$ cat src/rtl/sr_ff_bank.sv
`default_nettype none
// ============================================================================
// Module      : sr_ff_bank
// Description : Bank of N clocked SR flag registers with per-channel enable,
//               a parameter-selected S&R response, registered rise/fall
//               pulses, sticky per-channel conflict flags and a saturating
//               conflict-cycle counter.
// Revision    : 1.0 - initial release
// ============================================================================
module sr_ff_bank #(
  parameter int           N         = 4,
  parameter logic [1:0]   MODE      = 2'd1,
  parameter logic [N-1:0] RESET_VAL = {N{1'b0}},
  parameter int           CNT_W     = 8
) (
  input  logic             clk,
  input  logic             rst,
  input  logic [N-1:0]     S,
  input  logic [N-1:0]     R,
  input  logic [N-1:0]     En,
  input  logic             clr_err,
  output logic [N-1:0]     Q,
  output logic [N-1:0]     Qbar,
  output logic [N-1:0]     rise,
  output logic [N-1:0]     fall,
  output logic [N-1:0]     conflict_flag,
  output logic [CNT_W-1:0] conflict_cnt
);

  localparam logic [1:0]       C_MODE_HOLD    = 2'd0;
  localparam logic [1:0]       C_MODE_SET_DOM = 2'd1;
  localparam logic [1:0]       C_MODE_RST_DOM = 2'd2;
  localparam logic [1:0]       C_MODE_TOGGLE  = 2'd3;
  localparam logic [CNT_W-1:0] C_CNT_MAX      = {CNT_W{1'b1}};

  logic [N-1:0]     q_q, q_d;
  logic [N-1:0]     rise_q, rise_d;
  logic [N-1:0]     fall_q, fall_d;
  logic [N-1:0]     flag_q, flag_d;
  logic [CNT_W-1:0] cnt_q, cnt_d;
  logic [N-1:0]     w_conflict;
  logic [CNT_W-1:0] w_cnt_base;

  // Per-channel next state; a disabled channel ignores S and R entirely.
  always_comb begin
    q_d = q_q;
    for (int i = 0; i < N; i++) begin
      if (En[i]) begin
        unique case ({S[i], R[i]})
          2'b10: q_d[i] = 1'b1;
          2'b01: q_d[i] = 1'b0;
          2'b11: begin
            unique case (MODE)
              C_MODE_HOLD:    q_d[i] = q_q[i];
              C_MODE_SET_DOM: q_d[i] = 1'b1;
              C_MODE_RST_DOM: q_d[i] = 1'b0;
              C_MODE_TOGGLE:  q_d[i] = ~q_q[i];
              default:        q_d[i] = q_q[i];
            endcase
          end
          default: q_d[i] = q_q[i];
        endcase
      end
    end
  end

  // Edge pulses compare the value about to be stored with the current one.
  always_comb begin
    rise_d = q_d & ~q_q;
    fall_d = ~q_d & q_q;
  end

  // Conflict bookkeeping: clr_err wipes history first, then this cycle's
  // conflicts are merged in, so a simultaneous clear never loses an event.
  always_comb begin
    w_conflict = En & S & R;
    flag_d     = (clr_err ? {N{1'b0}} : flag_q) | w_conflict;
    w_cnt_base = clr_err ? {CNT_W{1'b0}} : cnt_q;
    cnt_d      = w_cnt_base;
    if ((|w_conflict) && (w_cnt_base != C_CNT_MAX)) begin
      cnt_d = w_cnt_base + {{(CNT_W-1){1'b0}}, 1'b1};
    end
  end

  // State registers; rst discards the cycle's inputs and suppresses pulses.
  always_ff @(posedge clk) begin
    if (rst) begin
      q_q    <= RESET_VAL;
      rise_q <= {N{1'b0}};
      fall_q <= {N{1'b0}};
      flag_q <= {N{1'b0}};
      cnt_q  <= {CNT_W{1'b0}};
    end else begin
      q_q    <= q_d;
      rise_q <= rise_d;
      fall_q <= fall_d;
      flag_q <= flag_d;
      cnt_q  <= cnt_d;
    end
  end

  assign Q             = q_q;
  assign Qbar          = ~q_q;
  assign rise          = rise_q;
  assign fall          = fall_q;
  assign conflict_flag = flag_q;
  assign conflict_cnt  = cnt_q;

endmodule
`default_nettype wire

$ cat config.mk
export PLATFORM = sky130hd
export DESIGN_NAME = sr_ff_bank
export DESIGN_NICKNAME = d
export VERILOG_FILES = /design/src/rtl/sr_ff_bank.sv
export SDC_FILE = /design/constraint.sdc
export NUM_CORES = 1
export LEC_CHECK = 0
export ABC_AREA = 1
export CAP_MARGIN = 20
export CELL_PAD_IN_SITES_DETAIL_PLACEMENT = 0
export CELL_PAD_IN_SITES_GLOBAL_PLACEMENT = 1
export CORE_ASPECT_RATIO = 1.1
export CORE_MARGIN = 5
export CORE_UTILIZATION = 30
export CTS_CLUSTER_SIZE = 16
export DETAILED_ROUTE_END_ITERATION = 10
export PLACE_DENSITY = 0.77
export RECOVER_POWER = 100
export SLEW_MARGIN = 15
export SYNTH_ARGS = -nofsm -noshare
export SYNTH_HDL_FRONTEND = slang
export SYNTH_SLANG_ARGS = --single-unit
$ cat constraint.sdc
create_clock -name clk -period 2.3 [get_ports clk]
set_clock_uncertainty 0.05 [all_clocks]
set_input_delay 0.23 -clock clk [delete_from_list [all_inputs] [get_ports clk]]
set_output_delay 0.23 -clock clk [all_outputs]
set_load 0.01 [all_outputs]
# --- Yosys cells after proc, flatten, opt, wreduce, memory -nomap -nowiden ---
# Cells that the tools add are included.
op_classes:
  addsub: 1
  eq_ne: 13
  n_mux: 11
  bitwise: 7
  n_reduce_logical: 6
op_table:
  columns: ["op", "n"]
  rows:
  - ["4-bit AND", 4]
  - ["2-bit equality test (second input constant)", 8]
  - ["8-bit two-way mux", 2]
  - ["8-bit by 1-bit adder with 8-bit output (second input constant)", 1]
  - ["2-bit by 1-bit equality test with 1-bit output (second input constant)", 4]
  - ["8-bit inequality test (second input constant)", 1]
  - ["4-bit NOT", 2]
  - ["1-bit one-hot mux with 2 select lines", 4]
  - ["2-bit OR reduction", 4]
  - ["1-bit two-way mux", 4]
  - ["4-bit two-way mux", 1]
  - ["4-bit bitwise OR", 1]
  - ["4-bit OR reduction", 1]
  - ["1-bit logical AND", 1]
word_totals:
  regBits: 24
  in_bits: 15
  output_inout_bits: 28
  elab_cells: 43

# --- Logic depth before layout (Yosys ltp) ---
# Gate-level depths: netlist of the first run.
depth:
  depth_word: 6
  depth_mapped: 9
  ltp_nobuf: 8

# --- Worst setup path after synthesis of the first run ---
# No wires, ideal clock.
synth_timing:
  kind: "reg2reg"
  startpoint: "register cnt_q[4] (netlist: conflict_cnt[4])"
  endpoint: "register cnt_q[4] (netlist: conflict_cnt[4])"
  t_arrival_ns: 1.087
  required_ns: 2.135
  slack_ns: 1.048
  path_stages_with_launch: 9
  path_cell_list: "dfxtp_1 > inv_1 > nor2_1 > nand2_1 > inv_1 > nand3_2 > buf_6 > a21oi_1 > nor2_1"
synth_via:
  elab_chain_len: 4
synth_rtl:
  columns: ["item", "line", "rtl"]
  rows:
  - ["start: declaration", "40", "logic [CNT_W-1:0] cnt_q, cnt_d;"]
  - ["start signal: assignment", "92", "cnt_q <= {CNT_W{1'b0}};"]
  - ["start signal: assignment", "98", "cnt_q <= cnt_d;"]
  - ["8-bit two-way mux *", "78", "w_cnt_base = clr_err ? {CNT_W{1'b0}} : cnt_q;"]
  - ["branches (longest 2 deep; another with 8-bit by 1-bit adder with 8-bit output)", null, null]
  - ["8-bit two-way mux *", "80", "if ((|w_conflict) && (w_cnt_base != C_CNT_MAX)) begin"]
# Every way passes the cells marked *.
# A chain may end at the register's enable or synchronous reset.

# --- Final worst setup path of the first run ---
layout_timing:
  startpoint: "input port clr_err"
  endpoint: "register cnt_q[4] (netlist: conflict_cnt[4])"
layout_via:
  elab_chain_len: 4
layout_rtl:
  columns: ["item", "line", "rtl"]
  rows:
  - ["start: declaration", "21", "input logic clr_err,"]
  - ["8-bit two-way mux *", "78", null]
  - ["branches (longest 2 deep; another with 8-bit by 1-bit adder with 8-bit output)", null, null]
  - ["8-bit two-way mux *", "80", null]
# Marked as above.

==> results, run 1 <==
- The run finished with clean final reports.
- The termination of the worst setup path is conflict_cnt[4]$_SDFF_PP0_.
- The kind of end point of the critical path is a register.
- The highest net fanout along the worst path is 11.
- The maximum ir drop on the vdd rail is 0.247 mV.
- The mapped netlist covers 1040 um^2.
- The worst hold path belongs to the class reg -> reg.
- The distinct cell type count of the synthesized netlist is 18.
- The worst hold margin is 0.404 ns.
- In the routed design, unresolved DRC markers number 0.
- For this run, the register share of the synthesized area comes to between 40 and 50%.
- The CTS sink count is 24.
- Counting cells, the worst reg-to-reg path comes to 5.
- The final-report setup violation count is 0.
- The horizontal die dimension is approximately 66 um.
- The top cell types in the final layout, fill and taps aside, are inv_1 (31), dlygate4sd3_1 (30), nand2_1 (26).
- Compared with the post-synthesis result, the final layout area differs by 46.0%.
- For this run, the top clock speed supported by timing is 560 MHz.
- At the pin with the least slew margin, the transition time is 0.419 ns.
- The hold buffer count at cts is 0.
- During synthesis, Yosys emitted a total of 0 warnings.
- The static leakage is around 0.71 nW.
- Using the TritonRoute via totals, the vias-per-cell ratio works out to 4.39.
- The largest single stage delay on the critical path is around 0.65 ns.
- In this run the power density over the cells is 519 nW/um^2.
- For this run, global-route usage on met2 was measured as 19.6%.
- The first-pass iteration count of the detailed router is 4.
- After floorplanning, the core was sized to cover 3360 um^2.
- Walking the worst path, the cells encountered are dlygate4sd3_1, inv_4, nand3_1, nor2_1, nand3_1, a21oi_1, nor2_1.
- The synthesized instance count is 147.
- For this design, the slowest cell found on the critical path is dlygate4sd3_1.
- The clock tree buffer depth is 2.
- Entering global routing, the biggest net connects 14 pins.
- The cell count along the critical path is 7.
- The kind of launch point of the worst setup path is an input port.
- In the global route stage, met3 resource usage came out at between 5 and 6%.
- The minimum clock period is 1.79 ns.
- The via count of the first global-routing pass was roughly 1,000.
- The number of buffers added on ports is 42.
- Clock latency on the worst-skew pair, taken at its later pin, is ~0.31 ns.
- The register-to-register setup slack is 0.83 ns.
- The source of the critical timing path is clr_err.
- CTS placed an instance of clkbuf_4 at the clock tree root.
- After global routing, the most crowded layer is met2.
- From bottom edge to top edge, the die measures 71.9 um.
- The routability-driven placement congestion ratio is 0.818.
- The final setup TNS is 0 ns.
- The clock transition at the register clock pins on the worst setup and hold paths after CTS is around 0.14 ns.
- The max-cap check violation count is 0.
- The number of hold-slack violations in the final timing report is 0.
- Leaving out fill and tap cells, the most frequent cell in the layout is inv_1.
- Detailed placement ended at an HPWL of 2040 um.
- The detailed router finished its first iteration with 36 violations.
- The floorplan has 22 rows.
- Synthesis produced a netlist with a net count of 162.
- The initial antenna violation count came to 0.
- Buffers inserted during clock tree synthesis total 3.
- The flip-flop and latch count after synthesis is 24.
- The number of placed instances, taps included, is 235.
- In this run the remaining antenna-violating nets after routing total 0.
- The global-route wire length before repair is 4330 um.
- The non-filler instance count after layout is approximately 240.
- The critical path class is in -> reg.
- The total number of vias is 1,050.
- The total die area is 4760 um^2.
- Once the clock tree was built, the setup fixing pass inserted 0 buffers.
- The detail-routed net length per standard cell is 10.4 um.
- The synthesized area per cell is 7.10 um^2.
- Total power for the finished layout comes to between 700 and 800 uW.
- The count of boundary I/O pins is between 40 and 50.
- The gate family responsible for the most delay along the worst path is buffers and inverters.
- The total length of routed wires is 2480 um.
- The smallest setup slack after layout is 0.513 ns.
- Data arrives at the worst endpoint at 1.95 ns.
- The required time at the endpoint of the critical path is 2.46 ns.
- The CTS tree is done.
- Global routing consumed, on the met1 layer, 12.6% of the routing resources.
- Of the available clock period, the critical path in the final layout requires slightly below 80%.
- Global routing consumed, over all layers together, 11.3% of the routing resources.
- The post-route netlist has ~3.7% of its cells at a drive strength greater than 1.
- Prior to clock tree synthesis, the placed netlist has a worst setup slack of between 0.4 and 0.5 ns.
- Setup repair after global routing left no endpoint under its margin.
- The count of cells resized by post-cts repair is 0.
- The max-slew violation count is 0.
- The initial core utilization is 31.1%.
- The reg-to-reg critical path startpoint is conflict_cnt[0]$_SDFF_PP0_.
- At the end of the flow, the number of nets in the layout was 207.
- The number of antenna diodes in the final layout is 0.
- The total congestion overflow after global routing is 0.
- The number of buffers and inverters on the critical path is 2.
- CTS built an H-tree with a depth of 1.
- The tightest slew margin relative to the limit is between 70% and 80%.
- The critical register-to-register path endpoint is conflict_cnt[4]$_SDFF_PP0_.
## flip-flops by register name (all words and copies together), names as in the netlist
name / count
conflict_cnt: 8
Q: 4
conflict_flag: 4
fall: 4
rise: 4
## Yosys cell counts
cell / count / area share, %
inv_1: 31 / 11
nand2_1: 26 / 9.4
dfxtp_1: 24 / 46
nor2_1: 19 / 6.8
nand3_1: 12 / 5.8
a21oi_1: 11 / 5.3
nor3_1: 9 / 4.3
o22ai_1: 4 / 2.4
nor2_2: 2 / 1.2
a21oi_2: 1 / 0.84
buf_2: 1 / 0.48
buf_6: 1 / 1.1
clkbuf_1: 1 / 0.36
inv_4: 1 / 0.60
nand3_2: 1 / 0.96
nand3_4: 1 / 1.7
xnor2_1: 1 / 0.84
xor2_1: 1 / 0.84
## worst register-to-register path, delay by kind of cell (launching register included)
kind | cells | cell delay [ns]
simple gates | 4 | 0.67
flops | 1 | 0.39
compound gates | 1 | 0.26
## logic make-up after synthesis
family / after synthesis / share of synthesized area, %
compound gates: 16 / 8.51
simple gates: 70 / 30.1
buf+inv: 35 / 13.7
xor+xnor: 2 / 1.68
flops: 24 / 46.0
## per-layer routing
| layer | vias up | part of all wire [%] |
|---|---|---|
| met5 | - | 0 |
| met4 | 0 | 0 |
| met3 | 0 | 9.8 |
| met2 | 34 | 47 |
| met1 | 465 | 43 |
| li1 | 551 | - |
## worst min-delay path by stage
stage	depth (start not counted)	start	end
after floorplan	2	R[0]	conflict_flag[0]$_SDFF_PP0_
after global placement	1	Q[2]$_SDFF_PP0_	rise[2]$_SDFF_PP0_
after detailed placement	1	Q[3]$_SDFF_PP0_	rise[3]$_SDFF_PP0_
after CTS	1	Q[0]$_SDFF_PP0_	rise[0]$_SDFF_PP0_
after global routing	1	Q[0]$_SDFF_PP0_	rise[0]$_SDFF_PP0_
final	1	Q[3]$_SDFF_PP0_	rise[3]$_SDFF_PP0_
## metrics by stage
step                instance area (um^2)  utilization, %
CTS                                 1550            46.1
global route                        1520            45.4
detailed placement                  1510            45.0
floorplan                           1040               -
global placement                    1510            45.0
finish                              1520            45.4
## cell type report
type	instances	area, um^2
clock buffer	4	36.3
fill	383	1830
inverter	32	123
multi-input combinational	88	400
sequential	24	480
tap	48	60.1
timing repair buffer	43	424
## power breakdown
part           leakage (nW)  internal (mW)  total [mW]  switching (mW)
sequential            0.196          0.432       0.440         0.00778
combinational         0.490         0.0643       0.128          0.0640
clock                0.0210         0.0967       0.222           0.125
Note: power is estimated with default switching activity, not from simulation.
==> run 2: changes to the inputs <==
--- a/config.mk
+++ b/config.mk
@@ -11,10 +11,10 @@
 export CELL_PAD_IN_SITES_GLOBAL_PLACEMENT = 1
 export CORE_ASPECT_RATIO = 1.1
 export CORE_MARGIN = 5
-export CORE_UTILIZATION = 30
+export CORE_UTILIZATION = 26
 export CTS_CLUSTER_SIZE = 16
 export DETAILED_ROUTE_END_ITERATION = 10
-export PLACE_DENSITY = 0.77
+export PLACE_DENSITY = 0.71
 export RECOVER_POWER = 100
 export SLEW_MARGIN = 15
 export SYNTH_ARGS = -nofsm -noshare
==> constraint.sdc (replaced) <==
create_clock -name clk -period 1.45 [get_ports clk]
set_clock_uncertainty 0.05 [all_clocks]
set_input_delay 0.145 -clock clk [delete_from_list [all_inputs] [get_ports clk]]
set_output_delay 0.145 -clock clk [all_outputs]
set_load 0.01 [all_outputs]
==> run 2 against run 1 <==
  * Critical path depth is 6 lower
  * Die area is 13% higher
  * Clock power is 97% higher
  * Global-route usage is 1.5 points lower
  * Sequential share of layout area is 3.3 points lower
  * Critical endpoint is now conflict_cnt[1]
==> results, run 2 (synthesis results as in run 1) <==
- The flow ran to the end, and the final reports show no timing, DRC or antenna violations.
- Across the VDD grid, the largest voltage drop is 0.432 mV.
- Measured along the y axis, the die boundary spans approximately 76 um.
- The ratio of final minimum period to clock period is 94.3%.
- The static leakage is 0.742 nW.
- The worst setup path is captured at a primary output.
- The max-slew violation count is 0.
- The number of buffers added on ports is 42.
- After layout, the minimum clock period comes to 1.37 ns.
- The gate family responsible for the most delay along the worst path is buffers and inverters.
- The worst register-to-register path has a depth of 8.
- The cell area after layout is 1720 um^2.
- The number of DRC violations after detailed-routing iteration 0 is 59.
- TritonCTS built the clock tree.
- The register-to-register setup slack is 0.22 ns.
- The final total power is approximately 1.4 mW.
- The first-pass iteration count of the detailed router is 4.
- The core region is about 3900 um^2.
- After detailed routing, the average wire length per cell comes to roughly 10 um.
- At the worst endpoint, the arrival time is between 1 and 1.5 ns.
- Setup repair after global routing could not meet its margin everywhere.
- The global-route wire length before repair is 4470 um.
- The clock latency at the later pin of the worst-skew pair is 0.26 ns.
- The kind of launch point of the worst setup path is a register.
- The library cell used most frequently in the layout, excluding fill and tap cells, is clkdlybuf4s50_1.
- The net count reported at finish is approximately 220.
- Setup violations remaining at the end of the flow were counted as 0.
- The highest layer touched by signal routing is met4.
- The largest single stage delay on the critical path is 0.55 ns.
- The library cells used most frequently in the layout, excluding fill and tap cells, are clkdlybuf4s50_1 (38), inv_1 (31), nand2_1 (26).
- In the detailed route, the total length drawn on met3 is 178 um.
- The power density over cell area is 800 nW/um^2.
- The path with the worst hold slack has its endpoint at rise[1]$_SDFF_PP0_.
- The CTS root buffer is clkbuf_8.
- The via count of the first global-routing pass was 1,117.
- Of the cells placed in the final design, the portion with a size suffix greater than 1 is approximately 15%.
- In the final timing run, aggregate negative setup slack is 0 ns.
- Static timing analysis puts the maximum clock frequency at around 730 MHz.
- The detailed-placement wirelength estimate is 2150 um.
- The initial antenna violation count came to 0.
- The signed area change from the synthesized netlist to the final layout is 64.4%.
- By startpoint and endpoint, the worst setup path is classified as reg -> out.
- The floorplan step defined a die boundary enclosing 5380 um^2.
- For the pin with the worst max-slew slack, the measured transition is 0.232 ns.
- Along the worst hold path, the cell count comes to 1.
- Clock-pin slew was measured on the worst setup and hold paths at 0.08 ns.
- After global routing the overflow that remains totals 0.
- The reg-to-reg critical path startpoint is conflict_cnt[4]$_SDFF_PP0_.
- In this run the remaining antenna-violating nets after routing total 0.
- The hold buffer count at cts is 0.
- The routed layout has around 1,100 vias.
- The clock tree buffer depth is 2.
- The flip-flop count of the largest register after layout is 8.
- The count of boundary I/O pins is 43.
- The min-delay analysis places its worst path in the category reg -> reg.
- The number of clock buffers inserted by TritonCTS is 3.
- For this run, the total global-route usage over all layers was measured as 9.83%.
- Max-cap violations in this run came to 0.
- In this run the number of H-tree levels came out at 1.
- At the worst endpoint, the required time is roughly 1.3 ns.
- Once the clock tree was built, the setup fixing pass inserted 0 buffers.
- The worst hold margin is just under 0.4 ns.
- The tightest slew margin relative to the limit is a little over four fifths.
- The buffer and inverter count on the worst path is 1.
- The repair_antennas step left the layout with diodes totalling 0.
- The maximum number of pins on one net before global-route repair is 14.
- The via count normalized by instance count is 4.15.
- The worst register-to-register path ends at conflict_cnt[1]$_SDFF_PP0_.
- The cell at the slowest stage of the critical path is clkdlybuf4s50_1.
- Routability-driven placement finished with a final weighted congestion of 0.790.
- The number of hold-slack violations in the final timing report is 0.
- The beginning of the worst hold path is Q[1]$_SDFF_PP0_.
- Walking the worst path, the cells encountered are clkdlybuf4s50_1.
- The horizontal die dimension is 70.4 um.
- In this run the cell area measured after placement is 1640 um^2.
- Along the worst path, the maximum fanout reaches 3.
- The length of routed met2 wiring is roughly 1300 um.
- Counting every sink on the clock net gives 24.
- The initialized floorplan defines 24 standard-cell rows.
- Once the floorplan was initialized, standard cells occupied between 20% and 30% of the core.
- For this block, the routed nets add up to roughly 2600 um of wire.
- The DRC violations left is 0.
- After detailed routing, the wire length on met1 is ~1100 um.
## run 2: cell types whose count changed in the layout (fill, tap and decap cells not counted), moves of 3 or more
cell,previous run,this run
clkbuf_8,1,4
dlymetal6s2s_1,0,4
clkbuf_4,3,0
dfxtp_1,24,21
dfxtp_2,0,3
buf_4,0,17
clkdlybuf4s50_1,12,38
dlygate4sd3_1,30,0
## run 2: final cells by class
type / count / area [um^2]
timing repair buffer: 59 / 558
inverter: 32 / 123
sequential: 24 / 484
fill: 401 / 2220
multi-input combinational: 88 / 430
clock buffer: 4 / 55.1
tap: 52 / 65.1
## run 2: worst max-delay path by stage
stage	startpoint	to	slack, ns	cells after the start
finish	conflict_cnt[1]$_SDFF_PP0_	conflict_cnt[1]	0.08	1
CTS	conflict_cnt[0]$_SDFF_PP0_	conflict_cnt[0]	0.00009	1
floorplan	conflict_cnt[4]$_SDFF_PP0_	conflict_cnt[4]$_SDFF_PP0_	0.20	8
global placement	S[1]	conflict_cnt[0]$_SDFF_PP0_	-0.13	7
global route	clr_err	conflict_cnt[4]$_SDFF_PP0_	-0.006	9
detailed placement	S[1]	conflict_cnt[1]$_SDFF_PP0_	-0.18	8
## run 2: routing by layer
metal | vias up | global-route usage (%)
li1 | 570 | -
met1 | 479 | 10.3
met2 | 23 | 18.2
met3 | 2 | 3.30
met4 | 0 | 2.87
met5 | - | 0
## run 2: stage by stage
step,setup slack [ns],utilization (%),std cells
global placement,-0.130,41.6,255
CTS,0.0000884,43.0,259
detailed placement,-0.178,41.6,255
global route,-0.00550,43.6,259
finish,0.0822,43.6,259
floorplan,0.198,-,147
## run 2: repair_timing
item / CTS / global route
gates resized for setup: 1 / 8
endpoints found under the setup margin: 1 / 10
pin swaps: 0 / 0
## run 2: worst reg2reg max path: cells and delay by family (launching register included)
kind | cells | cell delay, ns
flops | 1 | 0.34
buf+inv | 2 | 0.15
compound gates | 1 | 0.12
simple gates | 5 | 0.50
## run 2: report_power, final
group,switching (mW),internal [mW]
logic,0.106,0.129
registers,0.0147,0.685
clock network,0.196,0.242
==> run 3: changes to the inputs <==
--- a/config.mk
+++ b/config.mk
@@ -14,9 +14,11 @@
 export CORE_UTILIZATION = 26
 export CTS_CLUSTER_SIZE = 16
 export DETAILED_ROUTE_END_ITERATION = 10
+export GPL_TIMING_DRIVEN = 0
 export PLACE_DENSITY = 0.71
 export RECOVER_POWER = 100
 export SLEW_MARGIN = 15
 export SYNTH_ARGS = -nofsm -noshare
 export SYNTH_HDL_FRONTEND = slang
 export SYNTH_SLANG_ARGS = --single-unit
+export TNS_END_PERCENT = 20
==> run 3 against run 2 <==
  * Final area fell by 8.9%
  * Worst setup slack got worse by 0.022 ns
  * Via count shrank 2.5%
  * Hold slack worse by 0.25 ns
  * Count of clock-buffer cells in the layout decreased by 1
  * Critical path type unchanged
==> results, run 3 (synthesis results as in run 1) <==
- The count of boundary I/O pins is 43.
- The max-slew violation count came to 0.
- Setup repair after global routing left no endpoint under its margin.
- The startpoint identified for the worst hold timing path is rst.
- The ratio of final minimum period to clock period is between 90% and 100%.
- The total die area is 5380 um^2.
- The worst hold path belongs to the class in -> reg.
- The kind of end point of the critical path is a primary output.
- The die is approximately 70 um wide.
- The critical path goes through dlygate4sd3_1.
- The initial antenna violation count is 0.
- The cell at the slowest stage of the critical path is dlygate4sd3_1.
- Leaving out fill and tap cells, the most frequent cell in the layout is inv_1.
- The setup check on the worst reg-to-reg path leaves a slack of roughly 0.17 ns.
- For the worst setup path, the data required time is between 1 and 1.5 ns.
- The chip height is 76.4 um.
- The worst hold path was traced through 2 stages.
- In the final routed layout, each cell accounts on average for 10.7 um.
- Dividing the detail-routed via count by the number of cells gives 4.31.
- The minimum clock period is 1.39 ns.
- The number of clock buffers inserted by TritonCTS is 3.
- Buffers added to address setup during post-CTS repair amount to 0.
- Port buffering added 41 buffers.
- Across the VDD grid, the largest voltage drop is slightly below 0.4 mV.
- The number of hold-slack violations in the final timing report is 0.
- The initial core utilization is 26.5%.
- Power spread over the standard cell area amounts to roughly 840 nW/um^2.
- The clock transition at the register clock pins on the worst setup and hold paths after CTS is 0.08 ns.
- The final-report setup violation count is 0.
- Once detail routing completed, the nets flagged for antenna violations numbered 0.
- The CTS tree is done.
- For this design the static power due to leakage is 0.678 nW.
- The total length of routed wires is 2590 um.
- Once placement finished, the instance area stood at about 1500 um^2.
- Entering global routing, the biggest net connects 13 pins.
- The run finished with clean final reports.
- The finished cells cover 1560 um^2.
- The core region is approximately 4000 um^2.
- At the end of the flow, the number of nets in the layout was 208.
- The CTS root buffer is clkbuf_8.
- The post-route netlist has 7.33% of its cells at a drive strength greater than 1.
- Data arrives at the worst endpoint at 1.19 ns.
- The clock reaches the later pin of the worst-skew pair after 0.27 ns.
- The number of cells on the worst reg-to-reg path is 8.
- For the pin with the worst max-slew slack, the measured transition is 0.480 ns.
- Based on the critical path, the design can be clocked at up to 720 MHz.
- The number of DRC violations after detailed-routing iteration 0 is 31.
- Routability-driven placement finished with a final weighted congestion of 0.755.
- The delay of the slowest cell on the worst path is 0.60 ns.
- STA classifies the critical path startpoint as a register.
- The repair_antennas step left the layout with diodes totalling 0.
- Relative to the synthesized area, the layout overhead comes to 49.8%.
- The total number of H-tree levels is 1.
- The tightest slew margin relative to the limit is 68.0%.
- The clock tree buffer depth is 2.
- In the global route stage, overall resource usage came out at between 9 and 10%.
- Summed over all nets, the half-perimeter wirelength after detailed placement is a little over 2000 um.
- The via count of the first global-routing pass is 1,068.
- The highest net fanout along the worst path is 2.
- For this run the aggregate overflow at the end of global routing stands at 0.
- The CTS sink count is 24.
- The number of rows created at floorplan is 24.
- Summing over every cut layer, the via total after detailed routing is 1,047.
- The buffer and inverter count on the worst path is 1.
- The flip-flop count of the largest register after layout is 8.
- For hold timing, the worst endpoint is conflict_cnt[7]$_SDFF_PP0_.
- The global-route wire length before repair is 4380 um.
- The library cells used most frequently in the layout, excluding fill and tap cells, are inv_1 (31), clkdlybuf4s50_1 (27), nand2_1 (26).
- The DRC violations left is 0.
- Across the run, the number of max-cap violations was 0.
- In this run the critical register-to-register path is launched from conflict_cnt[4]$_SDFF_PP0_.
- The final setup TNS is 0 ns.
- The endpoint identified for the worst register-to-register timing path is conflict_cnt[4]$_SDFF_PP0_.
- The kind of cell with the highest combined delay along the critical path is buffers and inverters.
- Before antenna repair, the detailed router went through 4 iterations.
- The critical path class is reg -> out.
[run 3: repair_timing]
action	CTS	global route
pin swaps	0	0
resized for setup	3	5
endpoints found under the setup margin	6	7
hold buffers	0	0
[run 3: how the worst max path moves through the flow]
stage,start,end,slack [ns],depth (start not counted)
finish,conflict_cnt[4]$_SDFF_PP0_,conflict_cnt[4],0.06,1
global route,conflict_cnt[4]$_SDFF_PP0_,conflict_cnt[0]$_SDFF_PP0_,0.007,8
CTS,conflict_cnt[1]$_SDFF_PP0_,conflict_cnt[1],0.02,1
detailed placement,clr_err,conflict_cnt[4]$_SDFF_PP0_,-0.32,8
global placement,clr_err,conflict_cnt[4]$_SDFF_PP0_,-0.31,8
floorplan,conflict_cnt[4]$_SDFF_PP0_,conflict_cnt[4]$_SDFF_PP0_,0.20,8
[run 3: report_power, final]
part / leakage [nW] / switching [mW] / total, mW / internal [mW]
Clock: 0.0216 / 0.208 / 0.394 / 0.186
Combinational: 0.459 / 0.107 / 0.213 / 0.107
Sequential: 0.197 / 0.0139 / 0.699 / 0.685
[run 3: cell type report]
class / count / area [um^2]
inverter: 32 / 123
timing repair buffer: 41 / 408
clock buffer: 3 / 41.3
buffer: 3 / 20.0
fill: 431 / 2370
tap: 52 / 65.1
sequential: 24 / 483
multi-input combinational: 88 / 423
[run 3: metrics by stage]
stage	power, mW	util [%]	hold slack [ns]	setup slack (ns)	std cells
global placement	0.934	38.6	0.387	-0.312	240
global route	1.36	39.7	0.166	0.00724	243
finish	1.31	39.7	0.143	0.0606	243
detailed placement	0.938	38.6	0.390	-0.316	240
CTS	1.33	39.6	0.142	0.0169	243
floorplan	0.808	-	0.265	0.198	147
[run 3: layer usage]
metal  GRT usage, %  part of all wire (%)
met4           4.02                   1.5
met5              0                     0
met1           10.2                    41
met3           3.83                   6.9
met2           17.5                    50
